--- config.mk ---
export PLATFORM = sky130hd
export DESIGN_NAME = cam_readout
export DESIGN_NICKNAME = d
export VERILOG_FILES = /design/src/rtl/cam_readout.sv
export SDC_FILE = /design/constraint.sdc
export NUM_CORES = 2
export LEC_CHECK = 0
export ABC_AREA = 1
export CORE_AREA = 5 5 301 303
export CTS_CLUSTER_DIAMETER = 150
export DETAILED_ROUTE_END_ITERATION = 7
export DIE_AREA = 0 0 306 308
export PLACE_DENSITY = 0.67
export SLEW_MARGIN = 10
export SYNTH_ARGS = -nofsm -noshare
export SYNTH_HDL_FRONTEND = slang
export SYNTH_SLANG_ARGS = --single-unit
--- constraint.sdc ---
create_clock -name clk -period 85.3 [get_ports clk]
set_input_delay 17.06 -clock clk [delete_from_list [all_inputs] [get_ports clk]]
set_output_delay 17.06 -clock clk [all_outputs]
set_load 0.05 [all_outputs]
--- src/rtl/cam_readout.sv ---
// Fault-CAM reader: snapshots pivot/non-pivot arrays on start and streams them in tree order.
// Optional CAM_RD_MUST_SKIP_EN: must-repair pivots suppress their non-pivot children.
module cam_readout #(
    parameter int PCAM  = 8,
    parameter int NPCAM = 30
) (
    input  logic                  clk,
    input  logic                  rst,
    input  logic                  early_term,
    input  logic                  start,
    input  logic [PCAM*26-1:0]    pivot_in,
    input  logic [NPCAM*17-1:0]   npivot_in,
    output logic                  out_valid,
    input  logic                  out_ready,
    output logic                  out_kind,
    output logic [2:0]            out_pidx,
    output logic [4:0]            out_nidx,
    output logic [25:0]           out_entry,
    output logic                  busy,
    output logic                  done,
    output logic [3:0]            pivot_cnt,
    output logic [5:0]            npivot_cnt
);

    typedef enum logic [1:0] {S_IDLE, S_PIV, S_NP, S_DONE} state_t;

    localparam logic [3:0] P_END = 4'(PCAM);
    localparam logic [5:0] N_END = 6'(NPCAM);

    state_t                       state_q, state_d;
    logic [3:0]                   p_q, p_d;
    logic [5:0]                   n_q, n_d;
    logic [PCAM-1:0][25:0]        piv_q;
    logic [NPCAM-1:0][16:0]       np_q;

    logic                         out_valid_q;
    logic                         out_kind_q;
    logic [2:0]                   out_pidx_q;
    logic [4:0]                   out_nidx_q;
    logic [25:0]                  out_entry_q;
    logic [3:0]                   pcnt_q;
    logic [5:0]                   ncnt_q;

    logic [2:0]                   pi;
    logic [4:0]                   ni;
    logic [25:0]                  cur_piv;
    logic [16:0]                  cur_np;
    logic                         hs;
    logic                         slot_free;
    logic                         capture;
    logic                         load;
    logic                         ld_kind;
    logic [4:0]                   ld_nidx;
    logic [25:0]                  ld_entry;

    assign pi        = p_q[2:0];
    assign ni        = n_q[4:0];
    assign cur_piv   = piv_q[pi];
    assign cur_np    = (n_q < N_END) ? np_q[ni] : '0;
    assign hs        = out_valid_q & out_ready;
    // The output register acts as a one-deep buffer: the scan may refill it
    // on the same edge it is drained, giving one record per cycle.
    assign slot_free = ~out_valid_q | out_ready;

    always_comb begin
        state_d  = state_q;
        p_d      = p_q;
        n_d      = n_q;
        capture  = 1'b0;
        load     = 1'b0;
        ld_kind  = 1'b0;
        ld_nidx  = '0;
        ld_entry = '0;
        case (state_q)
            S_IDLE: begin
                if (start) begin
                    capture = 1'b1;
                    p_d     = '0;
                    n_d     = '0;
                    state_d = S_PIV;
                end
            end
            S_PIV: begin
                if (p_q == P_END) begin
                    // Hold off the done pulse until the final record is accepted.
                    if (slot_free) state_d = S_DONE;
                end else if (!cur_piv[25]) begin
                    p_d = p_q + 4'd1;
                end else if (slot_free) begin
                    load     = 1'b1;
                    ld_entry = cur_piv;
`ifdef CAM_RD_MUST_SKIP_EN
                    if (cur_piv[2:0] != 3'd0) begin
                        p_d = p_q + 4'd1;
                    end else begin
                        n_d     = '0;
                        state_d = S_NP;
                    end
`else
                    n_d     = '0;
                    state_d = S_NP;
`endif
                end
            end
            S_NP: begin
                if (n_q == N_END) begin
                    p_d     = p_q + 4'd1;
                    state_d = S_PIV;
                end else if (cur_np[16] && (cur_np[15:13] == pi)) begin
                    if (slot_free) begin
                        load     = 1'b1;
                        ld_kind  = 1'b1;
                        ld_nidx  = ni;
                        ld_entry = {9'd0, cur_np};
                        n_d      = n_q + 6'd1;
                    end
                end else begin
                    n_d = n_q + 6'd1;
                end
            end
            S_DONE: state_d = S_IDLE;
            default: state_d = S_IDLE;
        endcase
        if (early_term) begin
            state_d = S_IDLE;
            capture = 1'b0;
            load    = 1'b0;
        end
    end

    always_ff @(posedge clk or posedge rst) begin
        if (rst) begin
            state_q     <= S_IDLE;
            p_q         <= '0;
            n_q         <= '0;
            piv_q       <= '0;
            np_q        <= '0;
            out_valid_q <= 1'b0;
            out_kind_q  <= 1'b0;
            out_pidx_q  <= '0;
            out_nidx_q  <= '0;
            out_entry_q <= '0;
            pcnt_q      <= '0;
            ncnt_q      <= '0;
        end else begin
            state_q <= state_d;
            p_q     <= p_d;
            n_q     <= n_d;
            if (capture) begin
                piv_q <= pivot_in;
                np_q  <= npivot_in;
            end
            if (early_term) begin
                out_valid_q <= 1'b0;
            end else if (load) begin
                out_valid_q <= 1'b1;
                out_kind_q  <= ld_kind;
                out_pidx_q  <= pi;
                out_nidx_q  <= ld_nidx;
                out_entry_q <= ld_entry;
            end else if (hs) begin
                out_valid_q <= 1'b0;
            end
            if (capture) begin
                pcnt_q <= '0;
                ncnt_q <= '0;
            end else if (hs && !early_term) begin
                if (out_kind_q) ncnt_q <= ncnt_q + 6'd1;
                else            pcnt_q <= pcnt_q + 4'd1;
            end
        end
    end

    assign out_valid  = out_valid_q;
    assign out_kind   = out_kind_q;
    assign out_pidx   = out_pidx_q;
    assign out_nidx   = out_nidx_q;
    assign out_entry  = out_entry_q;
    assign busy       = (state_q != S_IDLE);
    assign done       = (state_q == S_DONE);
    assign pivot_cnt  = pcnt_q;
    assign npivot_cnt = ncnt_q;

endmodule

==> flow_summary.ini <==
[run_status]
status = complete, no violations

[floorplanning]
dieHeight_um = 308
std_cell_rows = 109
initial_core_util = 0.4123
core_um2 = 87690
io_pins = 771
dieArea_um2 = 94250
fp.dieW_um = 306

[sta]
hold_slack_ns = 0.4639
setup-violations-final = 0
tns_ns = 0
timing.fmax_ghz = 0.04514
maxSlewViolCount = 0
fin_crit_sh = 0.2597
worst_pin_slew_ns = 1.224
hold_violations = 0
clock_skew_ns = 0.02938
rsz0062_at_grt = false
slew-limit-headroom = 0.1840
finalCriticalPeriod_ns = 22.15

[place]
gp_congestion = 0.8851
hpwl_mm = 99.86
port_buffers = 770
place_inst = 6367

[drt]
vias = 34330
drt_pass1_iterations = 6
drc = 0
viasPerCell = 5.225
drtIter0Drc = 3464
wl_per_cell_um = 21.84
drt-total-wl_mm = 143.5
ant_nets = 0

[final_layout]
instances_no_fill = 6570
fillers = 8287
fin_util = 0.5417
drive_gt1_frac = 0.04086
nNetsFinal = 6023
area.growth.synth_to_final_pct = 31.37

[critical_path]
reg2reg_depth = 10
worstSetupPathDepth = 8
critPathKind = in -> reg
r2r-start = state_q[1]$_DFFE_PP0P_
crit_chain = clkdlybuf4s50_1 -> nor3_2 -> buf_4 -> buf_4 -> buf_4 -> buf_4 -> buf_4 -> o21ai_0
critical_path.max_stage_delay_ns = 0.95
end_kind = flip-flop
crit_end = np_q[217]$_DFFE_PP0P_
r2r_setup_slack_ns = 79.29
cp_data_required_time_ns = 85.76
cp.buffers_inverters = 6
crit_start = early_term
rr_endpoint = np_q[217]$_DFFE_PP0P_
cpLargestDelayFamily = buffers and inverters
crit_fanout = 107
startpoint_type = input pin
worst_path_most_repeated_cell = buf_4
crit_path_top_delay_cell = buf_4
arrival_ns = 22.61

[synth]
ys_types = 37
synth_fp_nets = 5445
yosysMostFrequentCell = nand2_1
async_flop_share = 1.000
ys_seq_area_frac = 0.5371
synthTopCellsByCount = 2089 x nand2_1, 776 x dfrtp_1, 505 x o21ai_0
yosys.area.top_type = dfrtp_1
synth_edf_count = 0
syn_area_per_cell_um2 = 7.673
synth_top_cell_area_share = 0.5371
ys_top_cells_by_area = dfrtp_1 54%, nand2_1 22%, o21ai_0 7.0%, nor2_1 2.7%, clkbuf_1 2.7%
synth.cell_area_um2 = 36160
synth-seq-cells = 776
ys_warn_count = 0
synthCells = 4712
synth_ff_type = dfrtp_1

[power_and_ir_drop]
pwr_density_cell_nw_per_um2 = 34.35
fin_total_pwr_mw = 1.632
power_leakage_nw = 22.79
irDropWorstVdd_v = 0.00002616

[hold_path]
hp-class = reg -> reg

[clocking]
cts_buffers = 86
cts_resized = 0
worst_skew_pair.late_latency_ns = 0.65
clk_pin_slew_ns = 0.06
cts_tree = yes
cts_root_buffer = clkbuf_16
post_cts_buffers = 0
cts.sinks = 776
ctsHtreeMaxLevel = 3
clockBufferDepth = 3
holdBufCountCts = 0

[global_routing]
track_usage = 0.2923
grt_max_degree = 211
grt-ovfl-total = 0
grt_pass1_vias = 33130
grt_pass1_wl_mm = 211.0
grt_antenna_before_repair = 60

[job]
max_cap_viol_count = 0
[layout by cell type (no fill, tap or decap), types with 18 or more instances in the layout]
cell type,count
diode_2,45
clkinv_2,18
inv_1,233
clkbuf_16,86
clkbuf_8,21
dfrtp_1,770
o211ai_1,64
nand3_1,153
nand2_1,2089
a21oi_1,145
nand4_1,21
buf_4,35
nor2_1,260
clkdlybuf4s50_1,770
o21ai_0,505
o22ai_1,27
o221ai_1,47
[kinds of logic (layout without fill, tap and decap cells)]
logic type,Yosys count,count (layout),share of synthesized area
simple gates,2545,2545,0.2731
compound gates,818,818,0.1247
flops,776,776,0.5371
buf+inv,563,1211,0.06163
fa+ha+maj,10,10,0.003460
other cells,0,45,0
[per-layer routing]
metal / wire length [um] / share of wire / track usage / vias to the layer above
met5: 87 / 0.00061 / 0 / -
met4: 7102 / 0.049 / 0.1415 / 12
met3: 10820 / 0.075 / 0.06379 / 304
met2: 65890 / 0.46 / 0.4579 / 1330
met1: 59570 / 0.42 / 0.3886 / 16520
li1: - / - / - / 16160
[power breakdown]
group	leakage [nW]	switching, mW	internal (mW)
Combinational	11.6	0.396	0.197
Sequential	9.66	0.0949	0.551
Clock	1.48	0.161	0.233
Total	22.8	0.652	0.980
[tightest hold or removal path: cells and delay by family, from the launching register on]
kind	cells	cell delay (ns)
and+or+nand+nor	2	0.09
DFF	1	0.34
[sequential cells by signal (all words and copies together) (netlist names), 3 cells and up]
signal and cells:
out_entry 26, pivot_cnt 4, np_q 510, out_nidx 5, piv_q 208, out_pidx 3, npivot_cnt 6, n_q 6
p_q 4
[per-stage QoR]
step	area (um2)	setup WS, ns
after floorplan	36160	46.46
after global placement	44410	62.68
after detailed placement	44410	62.56
after CTS	47390	63.23
after global routing	47490	62.65
final	47500	63.15
[worst min-delay path by stage]
stage	from	depth (start not counted)	slack [ns]	to
after floorplan	np_q[101]$_DFFE_PP0P_	2	0.44	np_q[101]$_DFFE_PP0P_
after global placement	np_q[70]$_DFFE_PP0P_	2	0.45	np_q[70]$_DFFE_PP0P_
after detailed placement	np_q[434]$_DFFE_PP0P_	2	0.45	np_q[434]$_DFFE_PP0P_
after CTS	np_q[181]$_DFFE_PP0P_	2	0.47	np_q[181]$_DFFE_PP0P_
after global routing	np_q[188]$_DFFE_PP0P_	2	0.47	np_q[188]$_DFFE_PP0P_
final	np_q[209]$_DFFE_PP0P_	2	0.46	np_q[209]$_DFFE_PP0P_
[final cells by class]
type                       count  area [um2]  area share
multi-input combinational   3373       14530      0.3059
tap                         1165        1458     0.03069
clock buffer                 122        2497     0.05258
clock inverter                36       481.7     0.01014
sequential                   776       19430      0.4091
inverter                     244       937.1     0.01973
antenna                       45       112.6    0.002371
timing repair buffer         809        8050      0.1695
(Power assumes the default switching activity.)
